File: config.mk
export PLATFORM = sky130hd
export DESIGN_NAME = expander_rx_fifo
export DESIGN_NICKNAME = d
export VERILOG_FILES = /design/src/rtl/expander_rx_fifo.sv
export SDC_FILE = /design/constraint.sdc
export NUM_CORES = 1
export LEC_CHECK = 0
export ABC_AREA = 1
export ABC_CLOCK_PERIOD_IN_PS = 7000
export CAP_MARGIN = 20
export CORE_ASPECT_RATIO = 2
export CORE_MARGIN = 4
export CORE_UTILIZATION = 40
export DETAILED_ROUTE_END_ITERATION = 6
export GPL_TIMING_DRIVEN = 0
export HOLD_SLACK_MARGIN = 0.02
export SLEW_MARGIN = 40
export SYNTH_ARGS = -nofsm -noshare
export SYNTH_HDL_FRONTEND = slang
export SYNTH_SLANG_ARGS = --single-unit
File: constraint.sdc
create_clock -name sysclk -period 7 [get_ports sysclk]
set_input_delay 0.7 -clock sysclk [delete_from_list [all_inputs] [get_ports sysclk]]
set_output_delay 0.7 -clock sysclk [all_outputs]
set_load 0.05 [all_outputs]
File: src/rtl/expander_rx_fifo.sv
// expander_rx_fifo: receive FIFO drained through two bus-expander slots (DATA, STATUS/CONTROL).
// Sticky overflow/underflow, flush, and a registered level-threshold interrupt.
`default_nettype none

module expander_rx_fifo #(
  parameter int         DEPTH        = 16,
  parameter int         AW           = 4,
  parameter logic [7:0] THRESH_RESET = 8'd1
) (
  input  logic        sysclk,
  input  logic        sysreset,
  input  logic        push,
  input  logic [15:0] push_data,
  output logic [15:0] data_r,
  input  logic        data_read,
  output logic [15:0] status_r,
  input  logic        status_load,
  input  logic [15:0] load_data,
  output logic        irq
);

  localparam logic [AW:0] FULL_CNT = (AW+1)'(DEPTH);

  logic [15:0]   mem_q [DEPTH];
  logic [AW-1:0] wr_ptr_q, wr_ptr_d;
  logic [AW-1:0] rd_ptr_q, rd_ptr_d;
  logic [AW:0]   count_q, count_d;
  logic [7:0]    thresh_q, thresh_d;
  logic          ovf_q, ovf_d;
  logic          udf_q, udf_d;
  logic          irq_q, irq_d;

  logic          empty, full, flush, pop_ok, push_ok;
  logic          unused_ctrl;

  assign unused_ctrl = ^{load_data[13], load_data[11:8]};

  always_comb begin
    empty    = (count_q == '0);
    full     = (count_q == FULL_CNT);
    flush    = status_load & load_data[14];
    pop_ok   = data_read & ~empty & ~flush;
    // A pop in the same cycle frees the slot a push into a full FIFO needs.
    push_ok  = push & ~flush & (~full | pop_ok);

    wr_ptr_d = wr_ptr_q;
    rd_ptr_d = rd_ptr_q;
    count_d  = count_q;
    if (flush) begin
      wr_ptr_d = '0;
      rd_ptr_d = '0;
      count_d  = '0;
    end else begin
      if (push_ok) wr_ptr_d = wr_ptr_q + 1'b1;
      if (pop_ok)  rd_ptr_d = rd_ptr_q + 1'b1;
      case ({push_ok, pop_ok})
        2'b10:   count_d = count_q + 1'b1;
        2'b01:   count_d = count_q - 1'b1;
        default: count_d = count_q;
      endcase
    end

    // Clears are applied first so a same-cycle event leaves the flag set.
    ovf_d = ovf_q;
    if (status_load && load_data[15]) ovf_d = 1'b0;
    if (push && !flush && full && !pop_ok) ovf_d = 1'b1;

    udf_d = udf_q;
    if (status_load && load_data[12]) udf_d = 1'b0;
    if (data_read && !flush && empty) udf_d = 1'b1;

    thresh_d = status_load ? load_data[7:0] : thresh_q;
    irq_d    = (thresh_d != 8'd0) && (8'(count_d) >= thresh_d);
  end

  always_ff @(posedge sysclk or posedge sysreset) begin
    if (sysreset) begin
      wr_ptr_q <= '0;
      rd_ptr_q <= '0;
      count_q  <= '0;
      thresh_q <= THRESH_RESET;
      ovf_q    <= 1'b0;
      udf_q    <= 1'b0;
      irq_q    <= 1'b0;
    end else begin
      wr_ptr_q <= wr_ptr_d;
      rd_ptr_q <= rd_ptr_d;
      count_q  <= count_d;
      thresh_q <= thresh_d;
      ovf_q    <= ovf_d;
      udf_q    <= udf_d;
      irq_q    <= irq_d;
    end
  end

  // Storage is not reset; stale words are hidden because data_r is gated by count.
  always_ff @(posedge sysclk) begin
    if (push_ok) mem_q[wr_ptr_q] <= push_data;
  end

  assign data_r   = empty ? 16'h0000 : mem_q[rd_ptr_q];
  assign status_r = {ovf_q, full, empty, udf_q, 4'b0000, 8'(count_q)};
  assign irq      = irq_q;

endmodule

`default_nettype wire

# Word level (Yosys, flattened, before mapping)
# Memory sizes are Yosys's and may differ from the RTL's.
# Index checks and enable logic that the tools add are counted.
[word_totals]
register_bits = 24
latch_bits = 0
ramBits = 256
romBits = 0
in_bits = 37
word_cells = 55
memories = 1
[classes]
addsub = 4
multipliers = 0
div_mod_pow = 0
n_lt_le_gt_ge = 1
n_eq_ne = 3
n_shift = 0
n_mux = 14
bitwise = 9
reduce_logical = 16
[mem_list]
columns = ["name", "depth", "width", "rd", "rd_ports_with_merged_regs", "wr", "line_no", "rtl"]
rows = [
  ["mem_q", 16, 16, 1, 0, 1, "24", "logic [15:0] mem_q [DEPTH];"],
]
[op_table]
columns = ["operator", "count"]
rows = [
  ["2-to-1 mux 16 bit", 1],
  ["2-to-1 mux 4 bit", 4],
  ["one-hot mux 5 bit (2 select lines)", 1],
  ["adder 4 x 1 -> 4 bit, second input constant", 2],
  [">= comparator 5 x 8 -> 1 bit", 1],
  ["logical AND 1 bit", 8],
  ["2-to-1 mux 8 bit", 1],
  ["nonzero test 2 bit", 4],
  ["nonzero test 8 bit", 1],
  ["2-to-1 mux 1 bit", 6],
  ["adder 5 x 1 -> 5 bit, second input constant", 1],
  ["AND 1 bit", 5],
  ["equality test 5 bit, second input constant", 1],
  ["logical NOT 5 bit", 1],
  ["2-to-1 mux 5 bit", 1],
  ["subtractor 5 x 1 -> 5 bit, second input constant", 1],
  ["inverter 1 bit", 3],
  ["equality test 2 x 1 -> 1 bit, second input constant", 1],
  ["equality test 2 bit, second input constant", 1],
  ["logical NOT 1 bit", 2],
  ["bitwise OR 1 bit", 1],
]

# Depth between registers and ports, before layout
# Gate-level depths: netlist (run 1).
[logic_depth]
depth_word = 11
depth_mapped = 22

# Worst setup path after synthesis (run 1)
# OpenSTA, ideal clock, no wires.
[synth_path]
path_type = "register to register"
from = "register count_q[3]"
to = "register irq_q (netlist: irq)"
arrival_time_ns = 2.834
path_slack_ns = 4.052
stages_incl_launch_ff = 23
synth_period_minus_slack_ns = 2.948
path_cell_list = "dfrtp_1 nor2_2 nand3_4 nand3_2 inv_1 or2_1 nand2_1 inv_1 ha_1 inv_1 nand2_1 xnor2_1 nand2_1 o21ai_0 nor2_1 ha_1 o21a_1 o21ai_0 nand2_1 nand2_1 nand2_1 nand3_1 inv_1"
[synth_via]
elab_chain_cells = 11
elab_cells_between_ends = 16
classes_between = "add/sub: 2; order compare: 1; eq/ne: 3; mux: 2; bitwise: 6; reduce/logical: 2"
[synth_lines]
columns = ["element", "line_no", "rtl"]
rows = [
  ["start, declared", "27", "logic [AW:0] count_q, count_d;"],
  ["start signal, assigned", "88", "count_q <= count_d;"],
  ["logical NOT 5 bit", "39", "empty = (count_q == '0);"],
  ["inverter 1 bit", "42", "pop_ok = data_read & ~empty & ~flush;"],
  ["AND 1 bit (2 in a row)", "42", ""],
  ["bitwise OR 1 bit", "44", "push_ok = push & ~flush & (~full | pop_ok);"],
  ["AND 1 bit", "44", ""],
  ["equality test 2 x 1 -> 1 bit or equality test 2 bit (tied branches)", "56", "case ({push_ok, pop_ok})"],
  ["one-hot mux 5 bit (2 select lines) (*)", "56", ""],
  ["2-to-1 mux 5 bit (*)", "49", "if (flush) begin"],
  ["net count_d[2]", "27", ""],
  [">= comparator 5 x 8 -> 1 bit (*)", "73", "irq_d = (thresh_d != 8'd0) && (8'(count_d) >= thresh_d);"],
  ["logical AND 1 bit (*)", "73", ""],
  ["net irq_d", "31", "logic irq_q, irq_d;"],
  ["end signal, assigned", "92", "irq_q <= irq_d;"],
  ["end, declared", "31", ""],
]
# Mark *: on every way through the listed nets, which the timed path passes. The rest lies on a longest branch.
# A chain may end at the register's enable or synchronous reset.

# Final worst setup path (run 1)
[layout_path]
from = "register rd_ptr_q[0]"
to = "output data_r[5]"
[layout_via]
elab_chain_cells = 2
[layout_lines]
columns = ["element", "line_no", "rtl"]
rows = [
  ["start, declared", "26", "logic [AW-1:0] rd_ptr_q, rd_ptr_d;"],
  ["start signal, assigned", "87", "rd_ptr_q <= rd_ptr_d;"],
  ["memory read (16 x 16 bit)", "n/a", ""],
  ["2-to-1 mux 16 bit", "101", "assign data_r = empty ? 16'h0000 : mem_q[rd_ptr_q];"],
  ["end, declared", "14", "output logic [15:0] data_r,"],
]
# No other way between the ends.

==> results of run 1 <==
==> synth_stat cells, drive strengths merged, types with 6 or more instances <==
cell | instances | area (sq um)
o21ai | 155 | 776
ha | 11 | 138
clkbuf | 35 | 131
o22ai | 22 | 138
nor2 | 174 | 666
or2 | 6 | 37.5
edfxtp | 256 | 7690
a21oi | 23 | 126
nand2 | 50 | 215
buf | 31 | 191
o221ai | 42 | 368
inv | 36 | 138
dfrtp | 23 | 576
nand3 | 35 | 198
==> critical path, cell delays in order (launching register included) <==
cell and delay [ns]:
dfrtp_1 0.59, buf_4 0.27, clkbuf_1 0.68, nor2_1 0.11
o221ai_1 0.35, nand3_1 0.25, a21oi_1 0.25, clkdlybuf4s50_1 0.86
==> where the power goes <==
part           switching [W]  internal (W)
sequential         0.0000504       0.00191
combinational        0.00144      0.000548
clock               0.000578      0.000678
total                0.00207       0.00313
==> logic make-up (layout without fill, tap and decap cells) <==
family | count (synthesis) | after routing | synth area share, %
xor+xnor | 2 | 2 | 0.152
buf+inv | 103 | 214 | 4.03
flops | 280 | 280 | 71.9
mux | 1 | 1 | 0.0868
simple gates | 272 | 272 | 10.0
fa+ha+maj | 11 | 11 | 1.19
compound gates | 247 | 247 | 12.6
other cells | 1 | 7 | 0.0325
==> through the flow <==
step	instances	instance area, sq um	utilization, %	setup WS [ns]	total power [W]
floorplan	923	11600	-	4.05	0.00316
global placement	1336	12600	44.4	3.02	0.00393
detailed placement	1349	13000	45.8	3.03	0.00396
CTS	1390	13700	48.3	2.43	0.00521
global route	1390	13700	48.3	2.37	0.00541
finish	1390	13700	48.3	2.40	0.00520
==> final cells by class <==
cell class	count	area (sq um)	share of cell area [%]
Buffer	66	323	2.36
Clock buffer	27	591	4.32
Clock inverter	14	118	0.860
Inverter	37	141	1.03
Multi-Input combinational cell	540	2920	21.4
Sequential cell	280	8290	60.6
Tap cell	356	445	3.26
Timing Repair Buffer	70	843	6.17
==> routing by layer <==
layer	vias up	wire (microns)	track usage, %	part of all wire [%]
li1	3552	-	-	-
met1	3895	11900	23.2	34
met2	356	18400	39.9	52
met3	113	1990	2.92	5.6
met4	0	2980	16.6	8.4
met5	-	0	0	0
==> cell usage in the layout (no fill, tap or decap), drive strengths merged <==
master         Yosys  final
nand4              4      4
a21oi             23     23
or2                6      6
buf               31     46
edfxtp           256    256
nor3               2      2
o221ai            42     42
dfstp              1      1
xnor2              1      1
xor2               1      1
clkinv             1     11
o22ai             22     22
o31ai              1      1
a32o               1      1
mux2i              1      1
nand3             35     35
clkbuf            35     62
bufinv             0      2
dfrtp             23     23
conb               1      7
a22o               1      1
nand3b             1      1
clkinvlp           0      1
nand2             50     50
o21a               2      2
ha                11     11
clkdlybuf4s50      0     55
o21ai            155    155
inv               36     37
nor2             174    174
==> flip-flops by register name, summed over array words and instances, names as in the netlist <==
| signal | count |
|---|---|
| udf_q | 1 |
| ovf_q | 1 |
| count_q | 5 |
| wr_ptr_q | 4 |
| irq | 1 |
| rd_ptr_q | 4 |
| thresh_q | 8 |
| mem_q | 256 |
==> worst paths after layout <==
check                            startpoint          end
worst min register to register  thresh_q[5]  thresh_q[5]
worst max register to register   count_q[3]          irq
max in group asynchronous          sysreset   count_q[3]
worst min-delay path            thresh_q[5]  thresh_q[5]
worst max-delay path            rd_ptr_q[0]    data_r[5]
min in group asynchronous          sysreset  thresh_q[7]
==> results.json, run 1 <==
{
  "numCtsBuffers": 23,
  "num_rows": 87,
  "clockBufferDepth": 3,
  "async_flop_share_pct": 8.57,
  "maxCapViolations": 0,
  "clock-root-buffer": "clkbuf_16",
  "seq_area_frac_synth_pct": 71.9,
  "status": "finished clean",
  "fin_skew_ns": 0.0130,
  "cp-start-kind": "flip-flop",
  "power_density_nw_per_um2": 381,
  "worstMarginPinSlew_ns": 0.877,
  "hold_buffers": 0,
  "path_class": "reg -> out",
  "syn_area_sq_um": 11500,
  "vdd_drop_max_v": 0.000296,
  "cts.clk_slew.worst_paths_ns": 0.07,
  "grt_pass1_vias": 7948,
  "setup_tns_ns": 0,
  "final_hold_viol_count": 0,
  "cts.sinks": 280,
  "synthDistinctLibCells": 41,
  "die_w_microns": 128,
  "critPathRequiredTime_ns": 6.30,
  "reg2regPathDepth": 22,
  "cp.arrival_ns": 3.90,
  "area_growth_pct": 18.6,
  "fmax_mhz": 217,
  "worstSetupEndpointType": "output pin",
  "firstDrtPassIters": 4,
  "antennaDiodeCount": 0,
  "num_vias": 7916,
  "wirelength_microns": 35300,
  "cts_resized": 0,
  "nFillCells": 2537,
  "antenna_left": 0,
  "drt_iter0_markers": 619,
  "ys_warn_count": 0,
  "synth-seq-cells": 280,
  "cts_setup_buffers": 0,
  "grt-ovfl-total": 0,
  "core_area_sq_um": 28300,
  "crit_path_max_fanout": 10,
  "rsz0062_at_grt": "false",
  "die_area_sq_um": 31800,
  "cts_tree": "yes",
  "synthFlopType": "edfxtp_1",
  "synth_edf_count": 256,
  "nets": 1066,
  "ioPinCount": 70,
  "min_path_cells": 2,
  "min_path_type": "reg -> reg",
  "fin_crit_sh_pct": 65.7,
  "dp_hpwl_microns": 24900,
  "min_period_ns": 4.60,
  "initial_utilization_pct": 40.7,
  "drive_gt1_share_pct": 10.7,
  "htree_num_levels": 1,
  "die_h_microns": 248,
  "io_buffers": 57,
  "globalRouteTotalUtil_pct": 22.2,
  "relSlewSlack_pct": 41.5,
  "drc": 0,
  "wl_per_cell_microns": 25.4,
  "synth_cells": 917,
  "setup_viol": 0,
  "grt_max_degree": 25,
  "grt_first_pass_wirelength_microns": 50900,
  "vias_per_cell": 5.69,
  "worst-r2r-setup-slack_ns": 3.95,
  "power.leakage_nw": 4.63,
  "avgSynthCellArea_sq_um": 12.6,
  "drv_slew": 0,
  "gp_congestion": 0.912,
  "clock_latency_ns": 0.53,
  "hold_slack_ns": 0.472,
  "antenna_found_initial": 0
}
No activity file was read; power rests on OpenSTA's default activity.
==> inputs of run 2 (changes only) <==
Settings changed: ABC_CLOCK_PERIOD_IN_PS 7000 to 3800.
Clock period 7 ns to 3.8 ns, I/O delays scaled along.
==> run 2 against run 1 <==
  * Clock power increased by 83%
  * Clock skew decreased by 0.0014 ns
  * Highest routed layer unchanged
  * Sequential power increased by 84%
  * Die area unchanged
  * Sequential share of layout area about the same
  * Power increased by 82%
==> results.json, run 2 (synthesized netlist as in run 1, its figures left out) <==
{
  "firstDrtPassIters": 5,
  "worstMarginPinSlew_ns": 0.786,
  "htree_num_levels": 1,
  "p_sw_share_pct": 40.2,
  "vdd_drop_max_v": 0.000485,
  "hold_buffers": 0,
  "drc": 0,
  "sequentialPowerShare_pct": 38.0,
  "relSlewSlack_pct": 47.6,
  "worstSetupEndpointType": "output pin",
  "stdcell_area_sq_um": 13700,
  "rsz0062_at_grt": "false",
  "num_rows": 87,
  "die_w_microns": 128,
  "power.leakage_nw": 4.69,
  "drv_slew": 0,
  "p_int_w": 0.00567,
  "cts.sinks": 280,
  "die_area_sq_um": 31800,
  "min_path_type": "in -> async",
  "ioPinCount": 70,
  "core_area_sq_um": 28300,
  "initial_utilization_pct": 40.7,
  "cts.clk_slew.worst_paths_ns": 0.07,
  "min_period_ns": 3.75,
  "setup_viol": 0,
  "gp_congestion": 0.912,
  "cts_tree": "yes",
  "seq_area_sq_um": 8290,
  "cp.arrival_ns": 3.37,
  "drt_iter0_markers": 610,
  "final_hold_viol_count": 0,
  "drive_gt1_share_pct": 12.5,
  "nFillCells": 2547,
  "path_class": "reg -> out",
  "final_common_cell": "edfxtp_1",
  "clock-root-buffer": "clkbuf_16",
  "largest_reg_flops": 256,
  "mostFrequentLayoutCells": "edfxtp_1 (256), nor2_1 (155), o21ai_0 (147)",
  "clock_latency_ns": 0.53,
  "power.share.combinational_pct": 37.6,
  "antenna_left": 0,
  "placed_area_sq_um": 13000,
  "multi_input_area_sq_um": 2930,
  "wl_per_cell_microns": 25.3,
  "nets": 1066,
  "wirelength_microns": 35200,
  "grt_first_pass_wirelength_microns": 50800,
  "cp-start-kind": "flip-flop",
  "globalRouteTotalUtil_pct": 22.2,
  "fmax_mhz": 267,
  "reg.largest.list": "mem_q (256), thresh_q (8), count_q (5)",
  "crit_path_max_fanout": 10,
  "setup_tns_ns": 0,
  "dp_hpwl_microns": 24900,
  "power.switching_w": 0.00381,
  "num_vias": 7966,
  "fin_skew_ns": 0.0115,
  "power_density_nw_per_um2": 694,
  "maxCapViolations": 0,
  "status": "finished clean",
  "clockBufferDepth": 3,
  "grt-ovfl-total": 0,
  "die_h_microns": 248,
  "fin_crit_sh_pct": 98.6,
  "post-place-cells": 1349,
  "antennaDiodeCount": 0,
  "vias_per_cell": 5.73,
  "area_growth_pct": 18.5,
  "final_cells": 1390,
  "largest_register": "mem_q",
  "numCtsBuffers": 23,
  "io_buffers": 57,
  "critPathRequiredTime_ns": 3.42,
  "grt_max_degree": 25,
  "grt_pass1_vias": 7957,
  "p_clk_share_pct": 24.4,
  "antenna_found_initial": 0
}
-- run 2: area by class of cell --
| cell class | count | share of cell area [%] |
|---|---|---|
| well taps | 356 | 3.26 |
| clock buffers | 27 | 4.32 |
| clock inverters | 14 | 0.861 |
| plain buffers | 66 | 2.46 |
| flip-flops and latches | 280 | 60.7 |
| inverters | 37 | 1.03 |
| repair buffers | 70 | 5.93 |
| multi-input cells | 540 | 21.5 |
-- run 2: power groups by stage --
| stage | sequential, W | combinational (W) | clock [W] |
|---|---|---|---|
| 2_1_floorplan | 0.00372 | 0.00210 | 0 |
| 3_3_place_gp | 0.00367 | 0.00356 | 0 |
| 3_5_place_dp | 0.00367 | 0.00363 | 0 |
| 4_1_cts | 0.00360 | 0.00355 | 0.00234 |
| 5_1_grt | 0.00361 | 0.00377 | 0.00248 |
| 6_report | 0.00361 | 0.00357 | 0.00231 |
-- run 2: worst paths after layout --
kind / start / end / slack, ns / cells after the start
max: rd_ptr_q[0] / data_r[5] / 0.05 / 9
min: sysreset / irq / 0.22 / 2
max reg2reg: count_q[3] / irq / 0.73 / 22
min reg2reg: thresh_q[5] / thresh_q[5] / 0.47 / 2
max in group asynchronous: sysreset / count_q[3] / 3.19 / 2
min in group sysclk: push_data[15] / mem_q[4][15] / 0.33 / 1
-- run 2: critical path, cell delays in order (launching register included) --
cell,delay (ns)
dfrtp_1,0.53
buf_4,0.26
inv_2,0.06
buf_4,0.16
buf_2,0.29
o21ai_0,0.13
o221ai_1,0.31
nand3_1,0.25
a21oi_1,0.25
dlygate4sd2_1,0.57
-- run 2: timing repair --
| action | 4_1_cts | 5_1_grt |
|---|---|---|
| setup endpoints to repair | 16 | 6 |
| resized for setup | 30 | 10 |
| cloned | 0 | 0 |
| buffers inserted | 0 | 0 |
-- run 2: metal layers --
layer | share of wire, % | wire length [microns] | track usage [%]
met5 | 0 | 0 | 0
met3 | 5.9 | 2060 | 2.96
met2 | 52 | 18400 | 39.7
met1 | 33 | 11800 | 23.1
met4 | 8.4 | 2940 | 16.9
-- run 2: metrics by stage --
stage               power (W)  util [%]  hold slack [ns]  worst slack, ns
floorplan             0.00583         -            0.394            0.852
global placement      0.00723      44.4            0.454            0.138
detailed placement    0.00730      45.8            0.457            0.149
CTS                   0.00950      48.3            0.235           0.0107
global route          0.00986      48.3            0.272          0.00201
finish                0.00948      48.3            0.223           0.0547
==> inputs of run 3 (changes only) <==
Settings changed: DONT_BUFFER_PORTS set to 1.
==> run 3 against run 2 <==
  * Die area stayed put
  * Via count is 3.0% lower
  * Setup slack better by 0.14 ns
  * Sequential cell count stayed put
  * First-iteration DRC count is 4.4% lower
  * Hold slack worse by 0.16 ns
  * Utilization is 0.70 points lower
  * Critical path type unchanged
  * Largest cell class unchanged
==> results.json, run 3 (synthesized netlist as in run 1, its figures left out) <==
{
  "relSlewSlack_pct": 46.4,
  "wl_per_cell_microns": 25.3,
  "mostFrequentLayoutCells": "edfxtp_1 (256), nor2_1 (155), o21ai_0 (147)",
  "vdd_drop_max_v": 0.000426,
  "largest_register": "mem_q",
  "clock_latency_ns": 0.52,
  "die_w_microns": 128,
  "die_h_microns": 248,
  "drt_iter0_markers": 583,
  "drv_slew": 0,
  "largest_reg_flops": 256,
  "htree_num_levels": 1,
  "worstSetupEndpointType": "output pin",
  "globalRouteTotalUtil_pct": 21.8,
  "vias_per_cell": 5.69,
  "ioPinCount": 70,
  "post-place-cells": 1295,
  "io_buffers": 0,
  "final_cells": 1357,
  "dp_hpwl_microns": 24400,
  "antenna_left": 0,
  "initial_utilization_pct": 40.7,
  "setup_tns_ns": 0,
  "gp_congestion": 0.911,
  "cts.sinks": 280,
  "cpPeakStageDelay_ns": 0.64,
  "antenna_found_initial": 1,
  "nets": 1032,
  "cts.clk_slew.worst_paths_ns": 0.07,
  "path_class": "reg -> out",
  "grt-ovfl-total": 0,
  "num_vias": 7728,
  "drive_gt1_share_pct": 13.4,
  "setup_viol": 0,
  "reg.largest.list": "mem_q (256), thresh_q (8), count_q (5)",
  "rsz0062_at_grt": "false",
  "cts_tree": "yes",
  "drc": 0,
  "cp-start-kind": "flip-flop",
  "cts_resized": 0,
  "clockBufferDepth": 3,
  "final_common_cell": "edfxtp_1",
  "cp.arrival_ns": 3.23,
  "critPathRequiredTime_ns": 3.42,
  "maxCapViolations": 0,
  "wirelength_microns": 34300,
  "cp_slowest_cell": "a21oi_2",
  "firstDrtPassIters": 5,
  "fin_skew_ns": 0.0189,
  "power_density_nw_per_um2": 692,
  "nFillCells": 2500,
  "worst-r2r-setup-slack_ns": 0.40,
  "area_growth_pct": 16.8,
  "hold_buffers": 20,
  "fin_crit_sh_pct": 94.9,
  "status": "finished clean",
  "clock-root-buffer": "clkbuf_16",
  "min_path_type": "in -> reg",
  "worstMarginPinSlew_ns": 0.804,
  "power.leakage_nw": 4.55,
  "die_area_sq_um": 31800,
  "grt_first_pass_wirelength_microns": 50500,
  "final_hold_viol_count": 0,
  "fmax_mhz": 277,
  "grt_pass1_vias": 7870,
  "core_area_sq_um": 28300,
  "grt_max_degree": 25,
  "crit_path_max_fanout": 10,
  "min_period_ns": 3.61,
  "final_core_util_pct": 47.6,
  "num_rows": 87,
  "numCtsBuffers": 23,
  "cts_setup_buffers": 0,
  "worstPathCellList": "buf_4 > clkbuf_1 > nor2_1 > o221ai_1 > nand3_1 > a21oi_2"
}
==> run 3: cell types whose count changed in the layout (fill, tap and decap cells not counted), sizes merged, moves of 2 or more <==
cell	before	now
clkbuf	66	64
clkdlybuf4s50	39	0
clkinv	11	8
dlygate4sd2	11	0
dlygate4sd3	0	20
==> run 3: cell type report <==
class                      count  area (sq um)  share of cell area (%)
tap                          356           445                    3.31
clock buffer                  29           628                    4.66
sequential                   280          8290                    61.6
buffer                        66           324                    2.41
multi-input combinational    540          2980                    22.1
clock inverter                12           101                   0.753
inverter                      37           141                    1.05
timing repair buffer          36           553                    4.11
antenna                        1          2.50                  0.0186
==> run 3: routing by layer <==
metal	track usage [%]	routed length [microns]	vias up	part of all wire, %
met5	0	0	-	0
met4	12.0	1920	0	5.6
met3	2.77	1720	102	5.0
met2	41.8	19200	317	56
met1	22.5	11400	3823	33
li1	-	-	3486	-
==> run 3: worst max-delay path: cells and delay by family (launching register included) <==
family                 cells  cell delay [ns]
AO/OA/AOI/OAI              2             0.95
buffers and inverters      2             0.84
flip-flops                 1             0.50
AND/OR/NAND/NOR            2             0.40
==> run 3: final timing paths <==
| path | from | to | depth (start not counted) |
|---|---|---|---|
| setup / recovery | rd_ptr_q[0] | data_r[5] | 6 |
| hold / removal | load_data[0] | thresh_q[0] | 2 |
| setup reg to reg | count_q[1] | irq | 22 |
| hold reg to reg | thresh_q[5] | thresh_q[5] | 2 |
| max in group asynchronous | sysreset | thresh_q[0] | 2 |
| min in group asynchronous | sysreset | wr_ptr_q[0] | 2 |
==> run 3: metrics by stage <==
step | hold WS, ns | total power, W | setup WS, ns | instance area, sq um
3_3_place_gp | 0.456 | 0.00681 | 0.245 | 12000
5_1_grt | 0.0724 | 0.00969 | 0.0473 | 13500
4_1_cts | 0.0563 | 0.00933 | 0.102 | 13500
2_1_floorplan | 0.394 | 0.00583 | 0.852 | 11600
3_5_place_dp | 0.338 | 0.00699 | 0.411 | 12500
6_report | 0.0638 | 0.00932 | 0.195 | 13500
==> run 3: power breakdown <==
| group | internal, W | switching (W) | total, W |
|---|---|---|---|
| clock network | 0.00125 | 0.00107 | 0.00232 |
| logic | 0.000756 | 0.00255 | 0.00331 |
| registers | 0.00351 | 0.000181 | 0.00369 |
| total | 0.00552 | 0.00380 | 0.00932 |
